$ cat config.mk
export PLATFORM = sky130hd
export DESIGN_NAME = tlp_credit_scheduler
export DESIGN_NICKNAME = d
export VERILOG_FILES = /design/src/rtl/tlp_credit_scheduler.sv
export SDC_FILE = /design/constraint.sdc
export NUM_CORES = 1
export LEC_CHECK = 0
export BUFFER_PORTS_ARGS = -buffer_cell sky130_fd_sc_hd__buf_4
export CORE_MARGIN = 3
export CORE_UTILIZATION = 44
export CTS_BUF_LIST = sky130_fd_sc_hd__clkbuf_16
export CTS_CLUSTER_SIZE = 8
export DETAILED_ROUTE_END_ITERATION = 6
export GPL_ROUTABILITY_DRIVEN = 0
export PLACE_DENSITY = 0.76
export SYNTH_ARGS = -nofsm -noshare
export SYNTH_HDL_FRONTEND = slang
export SYNTH_SLANG_ARGS = --single-unit
$ cat constraint.sdc
create_clock -name clk -period 2 [get_ports clk]
set_input_delay 0.1 -clock clk [delete_from_list [all_inputs] [get_ports clk]]
set_output_delay 0.1 -clock clk [all_outputs]
set_load 0.05 [all_outputs]
$ cat src/rtl/tlp_credit_scheduler.sv
// Credit counter sequencer: arbitrates consume/release requests onto a shared
// up/down counter, guards LIMIT and zero, drains on flush, counts refused consumes.
module tlp_credit_scheduler #(
    parameter int WIDTH = 8,
    parameter int LIMIT = 200
) (
    input  logic             clk,
    input  logic             reset,
    input  logic             cons_req,
    output logic             cons_gnt,
    input  logic             rel_req,
    output logic             rel_gnt,
    input  logic             flush_req,
    output logic             flush_done,
    output logic             cnt_enable,
    output logic             cnt_up,
    input  logic [WIDTH-1:0] cnt_value,
    output logic             full,
    output logic             empty,
    output logic             underflow_err,
    output logic [WIDTH-1:0] stall_cnt,
    output logic [1:0]       state_dbg
);

    // Request/grant: a request is taken only in the cycle its grant is high;
    // an ungranted request is dropped, so a requester retries by holding req.
    typedef enum logic [1:0] {
        ST_INIT  = 2'd0,
        ST_RUN   = 2'd1,
        ST_FLUSH = 2'd2,
        ST_DONE  = 2'd3
    } state_t;

    localparam logic [WIDTH-1:0] LIMIT_W = WIDTH'(LIMIT);

    state_t           state_q, state_d;
    logic [WIDTH-1:0] stall_q, stall_d;
    logic             uflow_q, uflow_d;
    logic             stall_inc;

    assign full          = (cnt_value >= LIMIT_W);
    assign empty         = (cnt_value == '0);
    assign underflow_err = uflow_q;
    assign stall_cnt     = stall_q;
    assign state_dbg     = state_q;

    always_comb begin
        state_d    = state_q;
        uflow_d    = uflow_q;
        stall_inc  = 1'b0;
        cons_gnt   = 1'b0;
        rel_gnt    = 1'b0;
        cnt_enable = 1'b0;
        cnt_up     = 1'b0;
        flush_done = 1'b0;
        case (state_q)
            ST_INIT: state_d = ST_RUN;
            ST_RUN: begin
                if (flush_req) begin
                    state_d   = ST_FLUSH;
                    stall_inc = cons_req;
                end else if (cons_req && rel_req) begin
                    cons_gnt = 1'b1;
                    if (!empty) begin
                        // Swap: one in, one out, counter holds its value.
                        rel_gnt = 1'b1;
                    end else begin
                        cnt_enable = 1'b1;
                        cnt_up     = 1'b1;
                    end
                end else if (cons_req) begin
                    if (!full) begin
                        cons_gnt   = 1'b1;
                        cnt_enable = 1'b1;
                        cnt_up     = 1'b1;
                    end else begin
                        stall_inc = 1'b1;
                    end
                end else if (rel_req) begin
                    if (!empty) begin
                        rel_gnt    = 1'b1;
                        cnt_enable = 1'b1;
                    end else begin
                        uflow_d = 1'b1;
                    end
                end
            end
            ST_FLUSH: begin
                stall_inc = cons_req;
                if (!empty) cnt_enable = 1'b1;
                else        state_d    = ST_DONE;
            end
            ST_DONE: begin
                flush_done = 1'b1;
                state_d    = ST_RUN;
            end
            default: state_d = ST_INIT;
        endcase
    end

    always_comb begin
        stall_d = stall_q;
        if (stall_inc && (stall_q != '1)) stall_d = stall_q + WIDTH'(1);
    end

    always_ff @(posedge clk or negedge reset) begin
        if (!reset) begin
            state_q <= ST_INIT;
            stall_q <= '0;
            uflow_q <= 1'b0;
        end else begin
            state_q <= state_d;
            stall_q <= stall_d;
            uflow_q <= uflow_d;
        end
    end

endmodule

# Word level (Yosys, flattened, before mapping)
# Cells that the tools add are included.
[totals]
ff_bits = 11
inputBits = 13
out_inout_bits = 18
elab_cells = 49
[classes]
n_addsub = 1
order_cmp = 1
n_eq_ne = 6
mux = 28
bitwise = 3
n_reduce_logical = 7
[op_table]
columns = ["op", "n"]
rows = [
  ["$mux W1", 23],
  ["$add A8 B1 Y8 const B", 1],
  ["$ge A8 B8 Y1 const B", 1],
  ["$logic_not A8 Y1", 1],
  ["$ne A8 B8 Y1 const B", 1],
  ["$pmux W2 S3", 1],
  ["$reduce_and A6 Y1", 1],
  ["$eq A2 B2 Y1 const B", 2],
  ["$mux W2", 2],
  ["$ne A2 B2 Y1 const B", 2],
  ["$pmux W1 S2", 2],
  ["$not A1 Y1", 3],
  ["$eq A2 B1 Y1 const B", 1],
  ["$logic_and A1 B1 Y1", 2],
  ["$logic_not A2 Y1", 1],
  ["$reduce_and A2 Y1", 1],
  ["$reduce_or A2 Y1", 1],
]

# Depth between registers and ports, before layout
[logic_depth]
ltp_word = 7
depth_mapped = 6
depth_no_buf = 6

# Worst setup path before layout
# No wires, ideal clock.
[synth_timing]
path_kind = "register to output"
from = "reg state_q[0], in the netlist state_dbg[0]"
to = "out cnt_enable"
t_arrival_ps = 2274
required_time_ps = 1900
slack_ps = -374
stages_incl_launch_ff = 6
n_path_buf = 0
cell_sequence = "dfrtp_1 > ha_1 > nor2b_1 > o311ai_0 > a21o_1 > a21oi_1"
[synth_via]
elab_chain_len = 2
elab_cells_between_ends = 3
classes_between = "2 x eq/ne; 1 x mux"
[synth_lines]
columns = ["item", "line_no", "source"]
rows = [
  ["start: declaration", "36", "state_t state_q, state_d;"],
  ["start signal: assignment", "112", "state_q <= state_d;"],
  ["$eq A2 B2 Y1 or $eq A2 B1 Y1 (tied branches)", "56", "case (state_q)"],
  ["$pmux W1 S2 *", "56", ""],
  ["end: declaration", "15", "output logic cnt_enable,"],
]
# Mark *: on every way between the ends. The rest lies on a longest branch, timed or not.

# Final worst setup path
[layout_timing]
from = "reg state_q[1], in the netlist state_dbg[1]"
to = "out cnt_enable"
# Same word-level chain as after synthesis.

==> results.json <==
{
  "place_area_sq_um": 927.1,
  "syn_avg_cell_area_sq_um": 10.46,
  "holdWs_ns": 0.2356,
  "synth_area_leaders": "dfrtp_1, ha_1, xor2_1",
  "dieHeight_um": 45.01,
  "start_util_pct": 48.99,
  "drt_iter0_drc": 5,
  "ys_ff_latch": 11,
  "dieArea_sq_um": 2025,
  "setup_violations": 0,
  "cts_setup_buffers": 0,
  "drv_slew": 0,
  "cp_slowest_cell": "dfrtp_2",
  "cap_violations": 0,
  "viasPerCell": 5.404,
  "syn_to_final_growth_pct": 53.08,
  "drtPass1Iterations": 2,
  "route.vias.total": 616,
  "ant_nets": 0,
  "wl_per_cell_um": 14.14,
  "ys_warn_count": 0,
  "synth_top_area_share_pct": 41.12,
  "crit_required_ns": 1.90,
  "pin_count": 31,
  "slew-limit-headroom_pct": 68.32,
  "dpl_worst_slack_ns": 0.2149,
  "core_area_sq_um": 1366,
  "die_w_um": 45.01,
  "diodes": 0,
  "crit_family": "compound AO/OA/AOI/OAI gates",
  "dp_hpwl_mm": 1.226,
  "grt_setup_unrepaired": "no",
  "grtUsageMet3_pct": 2.789,
  "max_freq_ghz": 0.5272,
  "drc": 0,
  "yosysTopAreaCell": "dfrtp_1",
  "critPathCaptureType": "output pin",
  "outcome": "completed",
  "drive_gt1_share_pct": 42.42,
  "tns_ns": 0,
  "grt_pass1_vias": 631,
  "layout_min_cycle_time_ns": 1.897,
  "cts_buffers": 3,
  "cts_tree": "built",
  "timing.final.crit_share_pct": 94.85,
  "hold_viol": 0,
  "peakVddDrop_mv": 1.171,
  "skew_ns": 0.0009006,
  "netlist_instances": 64,
  "grt_use_total_pct": 18.28,
  "total_power_mw": 1.648,
  "antenna_found_initial": 0,
  "cts_buffer_depth": 2,
  "use_met1_pct": 20.10,
  "hold_path_class": "input port to async pin",
  "synthesis.area_sq_um": 669.4,
  "synth_seq_area_share_pct": 41.12,
  "busiest_layer": "met2",
  "clk_latency_ns": 0.23,
  "grt_pass1_wl_mm": 2.656,
  "final_common_cell": "buf_4",
  "num_rows": 13,
  "final_cell_mix": "buf_4, dfrtp_1, xor2_1",
  "synth_cell_types": 25,
  "htreeDepth": 1,
  "setup_ws_ns": 0.1030,
  "grt_overflow": 0,
  "worst_pin_slew_ns": 0.4720,
  "drt-total-wl_mm": 1.612,
  "clk_pin_slew_ns": 0.04,
  "arrival_ns": 1.80,
  "grt_start_max_net_pins": 12,
  "cts_num_sinks": 11,
  "crit_chain": "inv_1 > ha_2 > nor2b_2 > o311ai_1 > a21o_1 > a21oi_4 > buf_6",
  "ctsRootBufferMaster": "clkbuf_16",
  "crit_buf_inv": 2,
  "nets": 118,
  "fin_area_sq_um": 1025,
  "crit_type": "flip-flop to output pin",
  "slowest_delay_ns": 0.42,
  "critPathLaunchType": "flip-flop",
  "grtUsageMet2_pct": 31.07,
  "portBuffers": 30,
  "synth_fp_nets": 82,
  "critPathMaxFanout": 4,
  "power.density_nw_per_um2": 1608,
  "power.leakage_nw": 0.5528
}
per-layer routing:
metal | vias up | part of all wire [%]
li1 | 299 | -
met1 | 282 | 37
met2 | 29 | 50
met3 | 6 | 10
met4 | 0 | 2.7
met5 | - | 0
Yosys cell counts:
library cell and number:
a21boi_2 1, a21o_1 2, a21oi_1 2, a221oi_4 1, dfrtp_1 11, ha_1 5, inv_1 5, mux2_4 1
mux2i_1 2, nand2_1 3, nand3_1 4, nand3b_1 1, nand4_1 1, nor2_1 3, nor2_2 1, nor2b_1 2
nor3_1 3, nor3b_1 1, nor4_1 3, nor4b_1 1, o21ai_0 1, o21ai_1 1, o311a_1 1, o311ai_0 1
xor2_1 7
sequential cells by signal, indices dropped and copies added, names as in the netlist:
signal,count
stall_cnt,8
state_dbg,2
underflow_err,1
where the power goes:
part           switching (mW)  internal (mW)  leakage, nW
clock                  0.0924          0.262       0.0423
sequential             0.0817          0.292        0.140
combinational           0.596          0.324        0.371
worst paths after layout:
check,depth (start not counted),from,slack (ns),end
max in group asynchronous,2,reset,1.60,state_dbg[1]
min reg2reg,1,underflow_err,0.46,underflow_err
min in group clk,3,cons_req,0.25,underflow_err
max,7,state_dbg[1],0.10,cnt_enable
max reg2reg,6,state_dbg[0],0.20,stall_cnt[1]
min,2,reset,0.24,stall_cnt[0]
area by class of cell:
class                      count  area, sq um
clock buffer                   3        75.07
timing repair buffer          31        239.0
sequential                    11        277.8
multi-input combinational     48        391.6
inverter                       5        18.77
fill                         112        341.6
tap                           15        18.77
clock inverter                 1        3.754
stage by stage:
stage                     util, %  instances
after floorplan                 -         64
after global placement      67.86        109
after detailed placement    67.86        109
after CTS                   74.82        114
after global routing        75.00        114
final                       75.00        114
repair_timing:
| action | in CTS | in global routing |
|---|---|---|
| endpoints found under the setup margin | 1 | 2 |
| hold buffers | 1 | 0 |
| endpoints found under the hold margin | 11 | 0 |
| resized for setup | 2 | 2 |
logic make-up (layout without fill, tap and decap cells):
group	count (synthesis)	count (layout)	share of synthesized area, %
adder cells (fa/ha/maj)	5	5	9.346
flip-flops	11	11	41.12
XOR/XNOR	7	7	9.159
multiplexers	3	3	5.233
buffers and inverters	5	40	2.804
AND/OR/NAND/NOR	23	23	18.69
AO/OA/AOI/OAI	10	10	13.64
(Power assumes the default switching activity.)
